==> src/rtl/vga_frame_compositor_pkg.sv <==
// Shared types and default constants for the VGA frame compositor.
package vga_pkg;

  typedef enum logic [2:0] {
    IDLE,
    BG,
    DIGITS,
    CURSOR,
    DONE
  } state_t;

  localparam int DEF_H_RES        = 320;
  localparam int DEF_V_RES        = 240;
  localparam int DEF_CURSOR_COLOR = 0;
  localparam int BCD_W            = 4;

endpackage

==> src/rtl/vga_frame_compositor_if.sv <==
// Raster-scan control channel between the compositor controller (master)
// and one raster_counter (slave): load origin, step, coordinate/address back.
interface vga_frame_compositor_if #(
  parameter int XW = 9,
  parameter int YW = 8,
  parameter int AW = 17
) ();

  logic                 load;
  logic                 step;
  logic signed [XW:0]   x0;
  logic signed [YW:0]   y0;
  logic signed [XW:0]   x;
  logic signed [YW:0]   y;
  logic [AW-1:0]        addr;
  logic                 last;

  modport master (output load, step, x0, y0, input x, y, addr, last);
  modport slave  (input load, step, x0, y0, output x, y, addr, last);

endinterface

==> src/rtl/vga_frame_compositor_raster.sv <==
// raster_counter: W x H row-major scan with loadable signed origin, linear
// address output and last-pixel flag. Load takes priority over step.
module raster_counter #(
  parameter int W  = 320,
  parameter int H  = 240,
  parameter int XW = 9,
  parameter int YW = 8,
  parameter int AW = 17
) (
  input  logic                   clk,
  input  logic                   rst,
  vga_frame_compositor_if.slave  rc
);

  localparam int CW = (W > 1) ? $clog2(W) : 1;
  localparam int RW = (H > 1) ? $clog2(H) : 1;

  logic [CW-1:0]      r_col;
  logic [RW-1:0]      r_row;
  logic [AW-1:0]      r_addr;
  logic signed [XW:0] r_x0;
  logic signed [YW:0] r_y0;
  logic               w_last;

  assign w_last = (r_col == CW'(W - 1)) && (r_row == RW'(H - 1));

  always_ff @(posedge clk) begin
    if (rst) begin
      r_col  <= '0;
      r_row  <= '0;
      r_addr <= '0;
    end else if (rc.load || (rc.step && w_last)) begin
      r_col  <= '0;
      r_row  <= '0;
      r_addr <= '0;
    end else if (rc.step) begin
      r_addr <= r_addr + AW'(1);
      if (r_col == CW'(W - 1)) begin
        r_col <= '0;
        r_row <= r_row + RW'(1);
      end else begin
        r_col <= r_col + CW'(1);
      end
    end
  end

  always_ff @(posedge clk) begin
    if (rc.load) begin
      r_x0 <= rc.x0;
      r_y0 <= rc.y0;
    end
  end

  assign rc.x    = r_x0 + $signed((XW+1)'(r_col));
  assign rc.y    = r_y0 + $signed((YW+1)'(r_row));
  assign rc.addr = r_addr;
  assign rc.last = w_last;

endmodule

==> src/rtl/vga_frame_compositor.sv <==
// Per-frame raster compositor: background, optional BCD digit row, cursor.
// Optional build macro LEADING_ZERO_BLANK_EN skips leading zero digits.
module vga_frame_compositor
  import vga_pkg::*;
#(
  parameter int H_RES        = DEF_H_RES,
  parameter int V_RES        = DEF_V_RES,
  parameter int XW           = 9,
  parameter int YW           = 8,
  parameter int COLOR_W      = 3,
  parameter int BG_AW        = 17,
  parameter int NUM_DIGITS   = 4,
  parameter int DIGIT_W      = 18,
  parameter int DIGIT_H      = 18,
  parameter int DIGIT_AW     = 9,
  parameter int DIGIT_X0     = 120,
  parameter int DIGIT_Y0     = 155,
  parameter int CURSOR_SIZE  = 4,
  parameter int CURSOR_COLOR = DEF_CURSOR_COLOR
) (
  input  logic                          clk,
  input  logic                          iReset,
  input  logic                          V_SYNC,
  input  logic                          iOverlayEn,
  input  logic [BCD_W*NUM_DIGITS-1:0]   iDigits,
  input  logic [XW-1:0]                 iMouseX,
  input  logic [YW-1:0]                 iMouseY,
  output logic [BG_AW-1:0]              oBgAddr,
  input  logic [COLOR_W-1:0]            iBgData,
  output logic [BCD_W-1:0]              oDigitSel,
  output logic [DIGIT_AW-1:0]           oDigitAddr,
  input  logic [COLOR_W-1:0]            iDigitData,
  output logic [XW-1:0]                 x,
  output logic [YW-1:0]                 y,
  output logic [COLOR_W-1:0]            color,
  output logic                          writeEn,
  output logic                          oBusy,
  output logic                          oFrameDone
);

  localparam int DIW    = (NUM_DIGITS > 1) ? $clog2(NUM_DIGITS) : 1;
  localparam int CUR_AW = $clog2(CURSOR_SIZE * CURSOR_SIZE + 1);

  function automatic logic on_screen(input logic signed [XW:0] px,
                                     input logic signed [YW:0] py);
    return !px[XW] && !py[YW] &&
           (px[XW-1:0] < XW'(H_RES)) && (py[YW-1:0] < YW'(V_RES));
  endfunction

  state_t                        r_state;
  logic                          r_vs_prev;
  logic                          r_busy;
  logic                          r_done;
  logic                          r_ovl;
  logic [BCD_W*NUM_DIGITS-1:0]   r_digits;
  logic [DIW-1:0]                r_dig;
  logic [DIW-1:0]                w_first;
  logic [DIW-1:0]                w_dig_idx;
  logic                          w_start;
  logic                          w_dig_final;
  logic [BCD_W-1:0]              w_nib;
  logic signed [XW:0]            w_ix;
  logic signed [YW:0]            w_iy;
  logic                          w_issue;
  logic [CUR_AW-1:0]             w_cur_addr_unused;

  logic [XW-1:0]                 r_x_p1;
  logic [YW-1:0]                 r_y_p1;
  logic                          r_vld_p1;
  state_t                        r_phase_p1;
  logic                          r_dval_p1;

  vga_frame_compositor_if #(.XW(XW), .YW(YW), .AW(BG_AW))    bg_if  ();
  vga_frame_compositor_if #(.XW(XW), .YW(YW), .AW(DIGIT_AW)) dig_if ();
  vga_frame_compositor_if #(.XW(XW), .YW(YW), .AW(CUR_AW))   cur_if ();

  raster_counter #(.W(H_RES), .H(V_RES), .XW(XW), .YW(YW), .AW(BG_AW))
    u_bg_scan  (.clk(clk), .rst(iReset), .rc(bg_if));
  raster_counter #(.W(DIGIT_W), .H(DIGIT_H), .XW(XW), .YW(YW), .AW(DIGIT_AW))
    u_dig_scan (.clk(clk), .rst(iReset), .rc(dig_if));
  raster_counter #(.W(CURSOR_SIZE), .H(CURSOR_SIZE), .XW(XW), .YW(YW), .AW(CUR_AW))
    u_cur_scan (.clk(clk), .rst(iReset), .rc(cur_if));

  assign w_start     = (r_state == IDLE) && r_vs_prev && !V_SYNC;
  assign w_dig_final = (r_dig == DIW'(NUM_DIGITS - 1));

`ifdef LEADING_ZERO_BLANK_EN
  // First non-zero digit, but never past the least significant one.
  always_comb begin
    w_first = DIW'(NUM_DIGITS - 1);
    for (int i = NUM_DIGITS - 2; i >= 0; i--) begin
      if (iDigits[BCD_W*(NUM_DIGITS-1-i) +: BCD_W] != '0) w_first = DIW'(i);
    end
  end
`else
  assign w_first = '0;
`endif

  assign bg_if.load = w_start;
  assign bg_if.step = (r_state == BG);
  assign bg_if.x0   = '0;
  assign bg_if.y0   = '0;

  // Digit scan is re-armed at frame start and at each non-final digit end.
  assign w_dig_idx   = w_start ? w_first : r_dig + DIW'(1);
  assign dig_if.load = w_start || ((r_state == DIGITS) && dig_if.last && !w_dig_final);
  assign dig_if.step = (r_state == DIGITS);
  assign dig_if.x0   = (XW+1)'(DIGIT_X0 + int'(w_dig_idx) * DIGIT_W);
  assign dig_if.y0   = (YW+1)'(DIGIT_Y0);

  assign cur_if.load = w_start;
  assign cur_if.step = (r_state == CURSOR);
  assign cur_if.x0   = $signed({1'b0, iMouseX}) - $signed((XW+1)'(CURSOR_SIZE / 2));
  assign cur_if.y0   = $signed({1'b0, iMouseY}) - $signed((YW+1)'(CURSOR_SIZE / 2));
  assign w_cur_addr_unused = cur_if.addr;

  assign w_nib = BCD_W'(r_digits >> (BCD_W * (NUM_DIGITS - 1 - int'(r_dig))));

  always_comb begin
    w_ix    = '0;
    w_iy    = '0;
    w_issue = 1'b0;
    case (r_state)
      BG:      begin w_ix = bg_if.x;  w_iy = bg_if.y;  w_issue = 1'b1; end
      DIGITS:  begin w_ix = dig_if.x; w_iy = dig_if.y; w_issue = 1'b1; end
      CURSOR:  begin w_ix = cur_if.x; w_iy = cur_if.y; w_issue = 1'b1; end
      default: ;
    endcase
  end

  // Stage p0 -> p1: issue slot registered into the write stage.
  always_ff @(posedge clk) begin
    if (iReset) begin
      r_state    <= IDLE;
      r_vs_prev  <= 1'b0;
      r_busy     <= 1'b0;
      r_done     <= 1'b0;
      r_dig      <= '0;
      r_vld_p1   <= 1'b0;
      r_phase_p1 <= IDLE;
      r_x_p1     <= '0;
      r_y_p1     <= '0;
    end else begin
      r_vs_prev  <= V_SYNC;
      r_done     <= 1'b0;
      r_vld_p1   <= w_issue && on_screen(w_ix, w_iy);
      r_phase_p1 <= r_state;
      r_x_p1     <= w_ix[XW-1:0];
      r_y_p1     <= w_iy[YW-1:0];
      case (r_state)
        IDLE: if (w_start) begin
          r_ovl    <= iOverlayEn;
          r_digits <= iDigits;
          r_dig    <= w_first;
          r_busy   <= 1'b1;
          r_state  <= BG;
        end
        BG: if (bg_if.last) r_state <= r_ovl ? DIGITS : CURSOR;
        DIGITS: if (dig_if.last) begin
          if (w_dig_final) r_state <= CURSOR;
          else             r_dig   <= r_dig + DIW'(1);
        end
        CURSOR: if (cur_if.last) begin
          r_state <= DONE;
          r_done  <= 1'b1;
        end
        DONE: begin
          r_state <= IDLE;
          r_busy  <= 1'b0;
        end
        default: r_state <= IDLE;
      endcase
    end
  end

  always_ff @(posedge clk) begin
    r_dval_p1 <= (w_nib <= BCD_W'(9));
  end

  // Stage p1: ROM data arrives now, so colour is picked combinationally.
  always_comb begin
    color = '0;
    case (r_phase_p1)
      BG:      color = iBgData;
      DIGITS:  color = r_dval_p1 ? iDigitData : '0;
      CURSOR:  color = COLOR_W'(CURSOR_COLOR);
      default: color = '0;
    endcase
  end

  assign x          = r_x_p1;
  assign y          = r_y_p1;
  assign writeEn    = r_vld_p1;
  assign oBusy      = r_busy;
  assign oFrameDone = r_done;
  assign oBgAddr    = bg_if.addr;
  assign oDigitAddr = dig_if.addr;
  assign oDigitSel  = w_nib;

endmodule

==> config.mk <==
export PLATFORM = sky130hd
export DESIGN_NAME = vga_frame_compositor
export DESIGN_NICKNAME = d
export VERILOG_FILES = /design/src/rtl/vga_frame_compositor_pkg.sv /design/src/rtl/vga_frame_compositor_if.sv /design/src/rtl/vga_frame_compositor_raster.sv /design/src/rtl/vga_frame_compositor.sv
export SDC_FILE = /design/constraint.sdc
export NUM_CORES = 1
export LEC_CHECK = 0
export ABC_AREA = 1
export BUFFER_PORTS_ARGS = -buffer_cell sky130_fd_sc_hd__clkbuf_2
export CAP_MARGIN = 40
export CORE_MARGIN = 5
export CORE_UTILIZATION = 30
export CTS_BUF_LIST = sky130_fd_sc_hd__clkbuf_8
export DETAILED_ROUTE_END_ITERATION = 10
export GPL_TIMING_DRIVEN = 0
export SYNTH_ARGS = -nofsm -noshare
export SYNTH_HDL_FRONTEND = slang
export SYNTH_SLANG_ARGS = --single-unit
==> constraint.sdc <==
create_clock -name clk -period 5.6 [get_ports clk]
set_clock_uncertainty 0.05 [all_clocks]
set_input_delay 0.28 -clock clk [delete_from_list [all_inputs] [get_ports clk]]
set_output_delay 0.28 -clock clk [all_outputs]
set_load 0.01 [all_outputs]
==> metrics.md <==
| Metric | Value |
|---|---|
| Max VDD drop | 0.000158 V |
| Multi-input logic area | 2950 um2 |
| Number of global-route vias before repair | 5156 |
| Syn nets | 876 |
| Core area | 21100 um2 |
| Worst reg-to-reg setup slack | 3.47 ns |
| Hold Crit Class | primary input to flip-flop |
| Total congestion overflow | 0 |
| Hold Crit Depth | 2 |
| Leading area contributor after synthesis | dfxtp_1 |
| Later-pin clock latency in the skew report | 0.44 ns |
| Critical path arrival | 1.82 ns |
| Most common cell in the netlist | nand2_1 |
| Area delta synth->final | 22.6% |
| DR vias | 5536 |
| Drt total wl | 15800 um |
| First-pass GRT wire length | 25400 um |
| Worst EP required | 5.27 ns |
| CTS tree | yes |
| Drt pass-1 iters | 5 |
| Setup Crit Path Kind | flip-flop to output port |
| Hold_ws | 0.0631 ns |
| Max Cap Viol | 0 |
| Post-synth top area share | 0.271 |
| Clock root buffer | clkbuf_8 |
| Post-synth cell types | 42 |
| # nets final | 1013 |
| Crit path time final | 2.15 ns |
| H-Tree Level Count | 4 |
| Post-synth ARST share | 0 |
| Worst slew margin | 0.590 |
| IO Pins | 96 |
| Largest net degree at the start of global routing | 20 |
| Synthesis Warnings | 0 |
| Most used DFF post-synth | dfxtp_1 |
| PwrDens | 294 nW/um2 |
| Design Power | 0.00232 W |
| Post-CTS setup buffer count | 0 |
| Least-Margin Pin Slew | 0.611 ns |
| P_leak | 3.33 nW |
| ANT cells | 0 |
| Yosys reg bits | 129 |
| PortBufs | 95 |
| Hold Vio Cnt, Final | 0 |
| Hold Path Sink | u_cur_scan.r_x0[1] |
| Die Area | 24500 um2 |
| DRC viols | 0 |
| Initial DRC Count | 342 |
| Post-route setup TNS | 0 ns |
| Clock buffer depth | 2 |
| Seq/Total Area, Yosys | 0.466 |
| Final Wtd Congestion | 0.844 |
| Wire per inst | 12.8 um |
| Post-CTS resize count | 0 |
| Hold Buf Count CTS | 20 |
| Total global-route track usage | 0.131 |
| Post-synth EDFFs | 42 |
| Synthesized cell area | 6440 um2 |
| Unrepaired setup endpoints after global routing | false |
| Die W | 156 um |
| Worst Reg-to-Reg Cells | 14 |
| CP Launch Type | flip-flop |
| Top cells by count, synth | nand2_1, inv_1, nor2_1, dfxtp_1, nand3_1 |
| Clock Pin Slew Worst Setup and Hold Paths | 0.07 ns |
| Share of cells above drive strength 1 | 0.177 |
| Filler cells | 2208 |
| Die H | 156 um |
| Initial antenna violation count | 0 |
| Status | finished, final reports clean |
| Reg2Reg Capture Point | writeEn |
| Syn Area/Cell | 7.97 um2 |
| Final Max Tran Viols | 0 |
| Avg Vias per Cell | 4.49 |
| HP Start | iMouseX[1] |
| ANT nets after route | 0 |
| Reg area | 3000 um2 |
| Sink Count | 129 |
| Largest cells by area after synthesis | dfxtp_1, edfxtp_1, nand2_1, inv_1, nand3_1 |
| Row Count | 53 |
| RR Startpoint | u_cur_scan.r_row[0] |
| Critical Path Sink Type | output port |
| Fin crit share | 0.384 |
| Cts bufs inserted | 17 |
| CP max FO | 10 |
| Hpwl dp | 12200 um |
| Initial Util | 0.305 |
| Synth Instances | 808 |
| Fmax | 0.465 GHz |
| Setup violators final | 0 |
==> metrics by stage <==
stage	cell area, um2	cells	utilization	setup slack (ns)
finish	7890	1233	0.374	3.45
global route	7890	1233	0.374	3.23
CTS	7890	1232	0.374	3.07
detailed placement	7280	1180	0.345	3.12
global placement	7260	1178	0.344	2.24
floorplan	6440	808	-	2.89
==> placed cells by master, fill, tap and decap left out, types with 4 or more instances in the layout <==
master and count:
inv_1 103, nand2_1 174, a211oi_1 5, dfxtp_1 87, a21oi_1 55, clkinv_2 6
nor3b_1 6, nor2_2 6, bufinv_16 4, or2_2 5, nor2_4 4, edfxtp_1 42
a31oi_1 6, nor3_1 17, o21ai_0 36, inv_2 6, clkinv_1 4, buf_2 7
nand4_1 6, nand3_1 70, clkbuf_2 95, ha_1 22, xnor2_1 14, nor2_1 90
clkbuf_8 17, dlygate4sd3_1 20, xor2_1 10, nand2_2 4, o22ai_1 6
==> critical path: stages (launching register included) <==
cell and delay, ns:
dfxtp_1 0.36, clkbuf_1 0.39, o21ai_0 0.17, o22ai_1 0.27
clkbuf_2 0.19
==> layout make-up <==
| cell class | count | share of cell area |
|---|---|---|
| Sequential cell | 129 | 0.380 |
| Multi-Input combinational cell | 557 | 0.374 |
| Clock buffer | 17 | 0.0296 |
| Inverter | 109 | 0.0518 |
| Timing Repair Buffer | 118 | 0.0894 |
| Clock inverter | 15 | 0.0219 |
| Buffer | 13 | 0.00967 |
| Tap cell | 275 | 0.0436 |
==> power by group <==
group,internal (W),switching (W)
clock network,0.000473,0.000361
registers,0.00102,0.0000390
logic,0.000144,0.000276
total,0.00164,0.000675
==> how the worst max path moves through the flow <==
stage                                   start            to  slack (ns)  depth (start not counted)
after detailed placement           r_state[0]   r_digits[0]        3.12                          6
final                                r_dig[0]  oDigitSel[1]        3.45                          4
after CTS                          r_state[0]   r_digits[0]        3.07                          6
after global placement             r_state[0]   r_digits[0]        2.24                          5
after global routing      u_cur_scan.r_row[0]       writeEn        3.23                         14
after floorplan                    r_state[0]   r_digits[0]        2.89                          5
==> metal layers <==
| layer | share of wire | GRT usage |
|---|---|---|
| met1 | 0.47 | 0.177 |
| met2 | 0.47 | 0.210 |
| met4 | 0.0091 | 0.0322 |
| met5 | 0 | 0 |
| met3 | 0.056 | 0.0329 |
==> cells by family (layout without fill, tap and decap cells) <==
family / count (synthesis) / in the layout / synth area share
buf+inv: 122 / 272 / 0.0754
fa+ha+maj: 25 / 25 / 0.0521
simple gates: 391 / 391 / 0.272
flops: 129 / 129 / 0.466
compound gates: 117 / 117 / 0.101
xor+xnor: 24 / 24 / 0.0327
==> flip-flops by register name, summed over array words and instances, names as in the netlist, 2 cells and up <==
signal / cells
u_bg_scan.r_col: 9
r_dig: 2
u_dig_scan.r_row: 5
u_dig_scan.rc.addr: 9
u_bg_scan.rc.addr: 17
u_cur_scan.r_col: 2
u_cur_scan.r_x0: 10
u_cur_scan.r_y0: 9
r_phase_p1: 3
u_cur_scan.r_row: 2
u_dig_scan.r_col: 5
u_dig_scan.r_x0: 6
x: 9
r_state: 3
y: 8
u_bg_scan.r_row: 8
r_digits: 16
Note: power is estimated with default switching activity, not from simulation.
